## config.mk

```make
export PLATFORM = sky130hd
export DESIGN_NAME = vga_timing_monitor
export DESIGN_NICKNAME = d
export VERILOG_FILES = /design/src/rtl/vga_mon_pkg.sv /design/src/rtl/vga_mon_sync_meas.sv /design/src/rtl/vga_timing_monitor.sv
export SDC_FILE = /design/constraint.sdc
export NUM_CORES = 1
export LEC_CHECK = 0
export ABC_CLOCK_PERIOD_IN_PS = 4560
export BUFFER_PORTS_ARGS = -buffer_cell sky130_fd_sc_hd__buf_4
export CAP_MARGIN = 20
export CORE_MARGIN = 8
export CORE_UTILIZATION = 39
export CTS_CLUSTER_DIAMETER = 50
export DETAILED_ROUTE_END_ITERATION = 8
export PLACE_DENSITY_LB_ADDON = 0.25
export SLEW_MARGIN = 5
export SYNTH_ARGS = -nofsm -noshare
export SYNTH_HDL_FRONTEND = slang
export SYNTH_SLANG_ARGS = --single-unit
```

## constraint.sdc

```tcl
create_clock -name clk -period 4.56 [get_ports clk]
set_input_delay 0.228 -clock clk [delete_from_list [all_inputs] [get_ports clk]]
set_output_delay 0.228 -clock clk [all_outputs]
set_load 0.02 [all_outputs]
```

## src/rtl/vga_mon_pkg.sv

```systemverilog
// Shared types, default 640x480@60 timing and frame-size helpers for the
// VGA sync timing monitor.
package vga_mon_pkg;

   typedef enum logic [1:0] {
      IDLE    = 2'd0,
      MEASURE = 2'd1,
      LOCKED  = 2'd2
   } mon_state_e;

   // One bit per error class; raised only on the tick the error is detected.
   typedef struct packed {
      logic hper;
      logic hwid;
      logic vper;
      logic vwid;
   } mon_err_t;

   localparam int unsigned DEF_H_VISIBLE = 640;
   localparam int unsigned DEF_H_FRONT   = 16;
   localparam int unsigned DEF_H_SYNC    = 96;
   localparam int unsigned DEF_H_BACK    = 48;
   localparam int unsigned DEF_V_VISIBLE = 480;
   localparam int unsigned DEF_V_FRONT   = 10;
   localparam int unsigned DEF_V_SYNC    = 2;
   localparam int unsigned DEF_V_BACK    = 33;

   function automatic int unsigned h_total(input int unsigned vis, input int unsigned fp,
                                           input int unsigned sync, input int unsigned bp);
      return vis + fp + sync + bp;
   endfunction

   function automatic int unsigned v_total(input int unsigned vis, input int unsigned fp,
                                           input int unsigned sync, input int unsigned bp);
      return vis + fp + sync + bp;
   endfunction

endpackage

```

## src/rtl/vga_mon_sync_meas.sv

```systemverilog
// Per-sync-line front end: registers the sync input on each pixel tick,
// produces active/release edge pulses (valid for one tick) and counts how
// many ticks the line has been sampled at its active level.
module vga_mon_sync_meas #(
   parameter bit          POL   = 1'b0,
   parameter int unsigned CNT_W = 16
) (
   input  logic             clk,
   input  logic             rst_n,
   input  logic             pix_en,
   input  logic             sync,
   output logic             act_edge,
   output logic             rel_edge,
   output logic [CNT_W-1:0] w_cnt
);

   logic smp;
   logic act_now;
   logic act_q;

   assign act_now = (sync == POL);
   assign act_q   = (smp == POL);

   // Sample, edge pulses and width counter advance only on pixel ticks. The
   // sample resets to the inactive level so no release is seen before an
   // active edge; the width holds after release until the next pulse starts.
   always_ff @(posedge clk or negedge rst_n) begin
      if (!rst_n) begin
         smp      <= ~POL;
         act_edge <= 1'b0;
         rel_edge <= 1'b0;
         w_cnt    <= '0;
      end else if (pix_en) begin
         smp      <= sync;
         act_edge <= act_now & ~act_q;
         rel_edge <= ~act_now & act_q;
         if (act_now && !act_q)
            w_cnt <= CNT_W'(1);
         else if (act_now && (w_cnt != '1))
            w_cnt <= w_cnt + 1'b1;
      end
   end

endmodule

```

## src/rtl/vga_timing_monitor.sv

```systemverilog
// VGA sync timing monitor: checks HS/VS period and pulse width against the
// configured mode, reports lock and sticky error flags.
// Optional macro VGA_MON_STATS_EN enables the saturating error-event counter
// on err_count; without it err_count is tied to zero.
module vga_timing_monitor
   import vga_mon_pkg::*;
#(
   parameter int unsigned H_VISIBLE = DEF_H_VISIBLE,
   parameter int unsigned H_FRONT   = DEF_H_FRONT,
   parameter int unsigned H_SYNC    = DEF_H_SYNC,
   parameter int unsigned H_BACK    = DEF_H_BACK,
   parameter int unsigned V_VISIBLE = DEF_V_VISIBLE,
   parameter int unsigned V_FRONT   = DEF_V_FRONT,
   parameter int unsigned V_SYNC    = DEF_V_SYNC,
   parameter int unsigned V_BACK    = DEF_V_BACK,
   parameter bit          HS_POL    = 1'b0,
   parameter bit          VS_POL    = 1'b0,
   parameter int unsigned CNT_W     = 16
) (
   input  logic        clk,
   input  logic        rst_n,
   input  logic        pix_en,
   input  logic        hs,
   input  logic        vs,
   output logic        locked,
   output logic        err_hperiod,
   output logic        err_hwidth,
   output logic        err_vperiod,
   output logic        err_vwidth,
   output logic [15:0] err_count,
   input  logic        clr_err
);

   localparam int unsigned H_TOTAL  = h_total(H_VISIBLE, H_FRONT, H_SYNC, H_BACK);
   localparam int unsigned V_TOTAL  = v_total(V_VISIBLE, V_FRONT, V_SYNC, V_BACK);
   localparam int unsigned NUM_SYNC = 2;

   localparam logic [CNT_W-1:0] H_TOT  = CNT_W'(H_TOTAL);
   localparam logic [CNT_W-1:0] H_MAX  = CNT_W'(2 * H_TOTAL);
   localparam logic [CNT_W-1:0] V_TOT  = CNT_W'(V_TOTAL);
   localparam logic [CNT_W-1:0] HW_EXP = CNT_W'(H_SYNC);
   localparam logic [CNT_W-1:0] VW_EXP = CNT_W'(V_SYNC * H_TOTAL);

   // lane 0 = hs, lane 1 = vs
   logic [NUM_SYNC-1:0]            sync_in;
   logic [NUM_SYNC-1:0]            act_edge;
   logic [NUM_SYNC-1:0]            rel_edge;
   logic [NUM_SYNC-1:0][CNT_W-1:0] w_cnt;

   assign sync_in = {vs, hs};

   for (genvar i = 0; i < NUM_SYNC; i++) begin : g_sync
      vga_mon_sync_meas #(
         .POL   (i == 0 ? HS_POL : VS_POL),
         .CNT_W (CNT_W)
      ) u_meas (
         .clk      (clk),
         .rst_n    (rst_n),
         .pix_en   (pix_en),
         .sync     (sync_in[i]),
         .act_edge (act_edge[i]),
         .rel_edge (rel_edge[i]),
         .w_cnt    (w_cnt[i])
      );
   end

   logic h_act, h_rel, v_act, v_rel;
   assign h_act = pix_en & act_edge[0];
   assign h_rel = pix_en & rel_edge[0];
   assign v_act = pix_en & act_edge[1];
   assign v_rel = pix_en & rel_edge[1];

   logic [CNT_W-1:0] h_cnt;
   logic [CNT_W-1:0] v_cnt;
   logic             h_seen;
   logic             h_timeout;
   mon_state_e       state_q, state_d;
   logic             frame_err_q, frame_err_d;
   mon_err_t         err_ev;
   logic             any_err;

   // Fires once, on the tick the line counter would reach its ceiling.
   assign h_timeout = pix_en & ~h_act & (h_cnt == H_MAX - 1'b1);

   // Error events for this tick; a coincident HS edge counts toward the frame.
   always_comb begin
      err_ev      = '0;
      err_ev.hper = h_timeout | (h_act & h_seen & (h_cnt != H_TOT));
      err_ev.hwid = h_rel & (w_cnt[0] != HW_EXP);
      err_ev.vper = v_act & (state_q != IDLE) & ((v_cnt + CNT_W'(h_act)) != V_TOT);
      err_ev.vwid = v_rel & (w_cnt[1] != VW_EXP);
   end

   assign any_err = |err_ev;

   // Line-period counter; forgets the previous edge after a timeout so the
   // first edge of a resumed stream is not judged against a stale count.
   always_ff @(posedge clk or negedge rst_n) begin
      if (!rst_n) begin
         h_cnt  <= '0;
         h_seen <= 1'b0;
      end else if (pix_en) begin
         if (h_act)
            h_cnt <= CNT_W'(1);
         else if (h_cnt != H_MAX)
            h_cnt <= h_cnt + 1'b1;
         if (h_timeout)
            h_seen <= 1'b0;
         else if (h_act)
            h_seen <= 1'b1;
      end
   end

   // Lines per frame, restarted at every VS active edge.
   always_ff @(posedge clk or negedge rst_n) begin
      if (!rst_n)
         v_cnt <= '0;
      else if (v_act)
         v_cnt <= '0;
      else if (h_act && (v_cnt != '1))
         v_cnt <= v_cnt + 1'b1;
   end

   // FSM state and per-frame error memory.
   always_ff @(posedge clk or negedge rst_n) begin
      if (!rst_n) begin
         state_q     <= IDLE;
         frame_err_q <= 1'b0;
      end else begin
         state_q     <= state_d;
         frame_err_q <= frame_err_d;
      end
   end

   // Next state: lock after one clean VS-to-VS frame, fall back on errors.
   always_comb begin
      state_d     = state_q;
      frame_err_d = frame_err_q;
      if (h_timeout) begin
         state_d     = IDLE;
         frame_err_d = 1'b0;
      end else if (pix_en) begin
         case (state_q)
            IDLE: begin
               if (v_act) begin
                  state_d     = MEASURE;
                  frame_err_d = any_err;
               end
            end
            MEASURE: begin
               if (v_act) begin
                  if (!(frame_err_q || any_err))
                     state_d = LOCKED;
                  frame_err_d = 1'b0;
               end else if (any_err) begin
                  frame_err_d = 1'b1;
               end
            end
            LOCKED: begin
               // An error on a VS edge opens a fresh frame, so it stays clean.
               if (any_err) begin
                  state_d     = MEASURE;
                  frame_err_d = ~v_act;
               end
            end
            default: state_d = IDLE;
         endcase
      end
   end

   assign locked = (state_q == LOCKED);

   // Sticky flags; a new error outranks a simultaneous clear.
   always_ff @(posedge clk or negedge rst_n) begin
      if (!rst_n) begin
         err_hperiod <= 1'b0;
         err_hwidth  <= 1'b0;
         err_vperiod <= 1'b0;
         err_vwidth  <= 1'b0;
      end else begin
         if (err_ev.hper)  err_hperiod <= 1'b1;
         else if (clr_err) err_hperiod <= 1'b0;
         if (err_ev.hwid)  err_hwidth  <= 1'b1;
         else if (clr_err) err_hwidth  <= 1'b0;
         if (err_ev.vper)  err_vperiod <= 1'b1;
         else if (clr_err) err_vperiod <= 1'b0;
         if (err_ev.vwid)  err_vwidth  <= 1'b1;
         else if (clr_err) err_vwidth  <= 1'b0;
      end
   end

`ifdef VGA_MON_STATS_EN
   logic [15:0] err_cnt_q;

   // One count per tick carrying any error, saturating at all-ones.
   always_ff @(posedge clk or negedge rst_n) begin
      if (!rst_n)
         err_cnt_q <= '0;
      else if (clr_err)
         err_cnt_q <= any_err ? 16'd1 : 16'd0;
      else if (any_err && (err_cnt_q != 16'hFFFF))
         err_cnt_q <= err_cnt_q + 16'd1;
   end

   assign err_count = err_cnt_q;
`else
   assign err_count = '0;
`endif

endmodule

```

Yosys cells after proc, flatten, opt, wreduce, memory -nomap -nowiden
Index checks and enable logic that the tools add are counted.
{ "totals": {"ff_bits": 78, "latchBits": 0, "mem_bits_rw": 0, "mem_bits_ro": 0, "in_bits": 6, "out_inout_bits": 21, "memories": 0} }
{ "op_classes": {"addsub": 5, "n_mul": 0, "n_div": 0, "n_lt_le_gt_ge": 0, "eq_ne": 16, "shifts": 0, "muxes": 29, "n_bitwise": 23, "reduce_logical": 26} }
{ "op_table": {"columns": ["operator", "n"], "rows": [
  ["2-to-1 mux 16 bit", 8],
  ["adder 16 x 1 -> 16 bit (second input constant)", 4],
  ["!= test 16 bit (second input constant)", 3],
  ["!= test 16 x 10 -> 1 bit (second input constant)", 2],
  ["!= test 16 x 11 -> 1 bit (second input constant)", 2],
  ["nonzero test 2 bit", 11],
  ["adder 16 x 1 -> 16 bit", 1],
  ["AND 1 bit", 16],
  ["== test 16 x 11 -> 1 bit (second input constant)", 1],
  ["!= test 16 x 7 -> 1 bit (second input constant)", 1],
  ["2-to-1 mux 1 bit", 13],
  ["2-to-1 mux 2 bit", 6],
  ["AND reduction 5 bit", 2],
  ["!= test 3 bit (second input constant)", 3],
  ["AND reduction 2 bit", 4],
  ["inverter 1 bit", 6],
  ["case mux 2 bit (3 select lines)", 1],
  ["logical AND 1 bit", 5],
  ["!= test 4 bit (second input constant)", 1],
  ["nonzero test 4 bit", 1],
  ["OR reduction 4 bit", 1],
  ["!= test 3 x 1 -> 1 bit (second input constant)", 1],
  ["case mux 1 bit (3 select lines)", 1],
  ["== test 2 x 1 -> 1 bit (second input constant)", 1],
  ["4 further kinds", 4]
]} }

Depth between registers and ports, before layout
{ "depth": {"ltp_word": 12, "depth_mapped": 14, "depth_no_buf": 11} }

By module
From an unflattened synthesis, not the netlist that was laid out.
{ "unflattened": {"cells_unflattened": 524, "hier_area_um2": 4868.4} }
{ "by_module_without_submodules": {"columns": ["module", "instances", "cells_per_inst", "area_each_um2"], "rows": [
  ["vga_timing_monitor", 1, 284, 2586.2],
  ["vga_mon_sync_meas", 2, 120, 1141.1]
]} }

Least setup slack after synthesis
No wires, ideal clock.
{ "synth_timing": {"path_kind": "register to register", "from": "register g_sync[0].u_meas.act_edge", "to": "register state_q[0]", "setup_time_ps": 120, "arrival_ps": 3393, "t_required_ps": 4440, "path_slack_ps": 1048, "path_stages_with_launch": 15, "path_cell_list": "dfrtp_1 > clkbuf_1 > and2_1 > clkbuf_1 > clkbuf_1 > ha_1 > ha_1 > nand4_1 > or3b_2 > a21oi_1 > o21ai_0 > o31ai_1 > a211oi_2 > or4_1 > and3_1"} }
{ "synth_between": {"elab_chain_cells": 9, "elab_cells_between_ends": 19, "classes_between": "1 x add/sub; 5 x eq/ne; 1 x mux; 8 x bitwise; 4 x reduce/logical"} }
{ "synth_lines": {"columns": ["item", "line", "source"], "rows": [
  ["from (decl)", "vga_mon_sync_meas.sv:12", "output logic act_edge,"],
  ["from (signal assigned)", "vga_mon_sync_meas.sv:35", "act_edge <= act_now & ~act_q;"],
  ["AND 1 bit (*)", "vga_timing_monitor.sv:68", "assign h_act = pix_en & act_edge[0];"],
  ["parallel branches: the longest is 8 deep, another holds adder 16 x 1 -> 16 bit", null, null],
  ["to (signal assigned)", "vga_timing_monitor.sv:130", "state_q <= state_d;"],
  ["to (decl)", "vga_timing_monitor.sv:77", "mon_state_e state_q, state_d;"]
]} }
Every way passes the cells marked *.
A chain may end at the register's enable or synchronous reset.

Final worst setup path
Ends and elaborated chain as after synthesis.

==> impl_metrics.ini <==
[critical_path]
worst_path_max_delay_cell = dfrtp_1
rrSetupSlack_ns = 1.17
critPathMaxFanout = 16
crit_chain = and2_1 -> buf_4 -> ha_1 -> ha_1 -> nand4_1 -> or3b_2 -> a21oi_1 -> o21ai_0 -> o31ai_1 -> a211oi_2 -> or4_1 -> and3_1
cp_data_arrival_time_ns = 3.62
worstPathRequired_ns = 4.79
path_common_cell = ha_1
cpPeakStageDelay_ns = 0.51
critPathCaptureType = flip-flop
critPathKind = flip-flop to flip-flop
critPathLaunchType = flip-flop

[pwr]
p_int_mw = 1.35
combPwrFrac_pct = 20.1
ir_drop_v = 0.000211
powerDensity_mw_per_mm2 = 396
total_power_mw = 1.96
p_clk_share_pct = 36.3
p_seq_share_pct = 43.6
p_sw_share_pct = 31.2
power_switching_mw = 0.612
p_leak_nw = 2.19

[clocking]
clk_pin_slew_worst_paths_ns = 0.06
cts_resized = 0
cts_sinks = 78
numCtsBuffers = 9
htree_levels = 3
cts_setup_buffers = 0
root_buffer = clkbuf_16
cts_tree = done
clk_latency_ns = 0.34
cts_buffer_depth = 2

[yosys]
synth.most_common_cell = dfrtp_1
synth_cell_types = 55
synth_ff_type = dfrtp_1
synth_warnings = 0
avgSynthCellArea_um2 = 8.94
synth-edff-count = 0
synth_cells = 503
ys_top_cells_by_area = dfrtp_1 42%, xor2_1 5.8%, nor2_1 5.7%
yosys-top-cells-count = 76 x dfrtp_1, 68 x nor2_1, 33 x nand2_1, 30 x xor2_1, 29 x nand3_1
ys_ff_latch = 78
synth_top_area_share_pct = 42.3
yosys.area.top_type = dfrtp_1
seq_area_frac_synth_pct = 43.5
synth_area_mm2 = 0.00450
synth-async-reset-ratio_pct = 100

[grt]
grt_max_degree = 79
antenna_found_initial = 0
gr-usage-all-layers_pct = 13.4
grt_pass1_vias = 3490
gr-total-overflow = 0
grt_pass1_wl_mm = 16.3

[layout]
seq_area_mm2 = 0.00195
drive_gt1_share_pct = 8.19
nFillCells = 1151
multi_input_area_mm2 = 0.00232
final_net_count = 527
diodes = 0
area_delta_synth_final_pct = 10.1
final_area_mm2 = 0.00495
final_core_util_pct = 43.7
instances_no_fill = 656

[timing]
finalHoldViolCount = 0
clock-skew-final_ns = 0.00782
setup_slack_ns = 1.17
whs_ns = 0.0975
drv_slew = 0
max-slew-margin-rel_pct = 34.6
period_needed_ns = 3.39
finalSetupTns_ns = 0
clock.fmax_mhz = 295
finalCritPeriodShare_pct = 74.3
worstMarginPinSlew_ns = 0.968
finalSetupViolations = 0
rsz0062_at_grt = false

[die]
die-area_mm2 = 0.0152
fp.dieH_um = 123
io_pins = 27
initial_core_util_pct = 39.7
die_w_um = 123
core_mm2 = 0.0113
rows = 39

[route]
viasPerCell = 5.41
ant_nets = 0
vias = 3547
firstDrtPassIters = 4
wl_per_cell_um = 14.4
drc_errors = 0
drt-total-wl_mm = 9.42
drt_iter0_markers = 159

[placed_design]
dp_hpwl_mm = 6.49
dp.cells = 638
dpl_cell_area_mm2 = 0.00463
port_buffers = 10
gp_congestion = 0.872
pre_cts_ws_ns = 1.20

[worst_hold_path]
hp-class = input port to flip-flop

[flow_run]
maxCapViolCount = 0

[status]
status = complete, no violations
==> path summary, 6_finish.rpt <==
| kind | endpoint | start | depth (start not counted) |
|---|---|---|---|
| min in group asynchronous | h_cnt[8] | rst_n | 2 |
| worst max register to register | state_q[0] | g_sync[0].u_meas.act_edge | 12 |
| worst min-delay path | err_vperiod | clr_err | 2 |
| max in group asynchronous | g_sync[1].u_meas.smp | rst_n | 3 |
| worst min register to register | err_vwidth | err_vwidth | 1 |
| worst max-delay path | state_q[0] | g_sync[0].u_meas.act_edge | 12 |
==> sequential cells by signal, summed over array words and instances (netlist names) <==
register and cells:
g_sync.u_meas.act_edge 2, g_sync.u_meas.smp 2, err_vwidth 1, h_seen 1, err_hperiod 1, err_hwidth 1
state_q 2, g_sync.u_meas.w_cnt 32, err_vperiod 1, frame_err_q 1, h_cnt 16, g_sync.u_meas.rel_edge 2
v_cnt 16
==> layer usage <==
| metal | global-route usage (%) | up-vias | routed length (um) |
|---|---|---|---|
| met4 | 6.02 | 0 | 168 |
| met3 | 3.01 | 15 | 424 |
| met2 | 20.8 | 77 | 4250 |
| met1 | 17.4 | 1713 | 4580 |
| li1 | - | 1742 | - |
| met5 | 0 | - | 0 |
==> critical path: cells and delay by family (launching register included) <==
| family | cells | cell delay, ns |
|---|---|---|
| buffers and inverters | 1 | 0.20 |
| flip-flops | 1 | 0.51 |
| AND/OR/NAND/NOR | 5 | 1.38 |
| adder cells (fa/ha/maj) | 2 | 0.45 |
| AO/OA/AOI/OAI | 4 | 0.73 |
==> timing repair <==
item | in CTS | in global routing
setup endpoints to repair | 0 | 0
hold buffers | 0 | 1
endpoints found under the hold margin | 0 | 37
==> placed cells by master, fill, tap and decap left out, types with 3 or more instances in the layout <==
master and instances:
a21o_1 8, a21oi_1 16, and2_1 4, and3_1 7
and4_1 5, buf_4 13, clkbuf_16 9, clkinv_2 4
conb_1 16, dfrtp_1 76, ha_1 13, inv_1 22
nand2_1 33, nand2b_1 4, nand3_1 29, nand4_1 17
nor2_1 68, nor2b_1 4, nor3_1 15, nor3b_1 4
nor4_1 11, nor4b_1 3, o21ai_0 23, o31ai_1 3
or3_1 14, or4_1 5, xnor2_1 16, xor2_1 30
==> area by class of cell <==
cell class              instances  share of cell area [%]
well taps                     143                    3.61
clock inverters                 7                    1.31
clock buffers                   9                    4.55
multi-input cells             382                    46.8
inverters                      22                    1.67
flip-flops and latches         78                    39.5
repair buffers                 15                    2.58
==> power by group through the flow <==
stage | Clock (mW) | Combinational (mW) | Sequential, mW
after floorplan | 0 | 0.314 | 0.839
after global placement | 0 | 0.380 | 0.863
after detailed placement | 0 | 0.391 | 0.865
after CTS | 0.727 | 0.394 | 0.854
after global routing | 0.756 | 0.452 | 0.869
final | 0.712 | 0.395 | 0.855
==> cell families after synthesis <==
kind of cell               Yosys count  share of synthesized area, %
other                                1                        0.0834
DFF                                 78                          43.5
buffers and inverters               58                          6.23
xor gates and xnor gates            46                          8.96
muxes                                2                         0.473
AOI/OAI and AO/OA                   71                          10.2
and+or+nand+nor                    234                          27.0
adders and majority gates           13                          3.62
(Power assumes the default switching activity.)
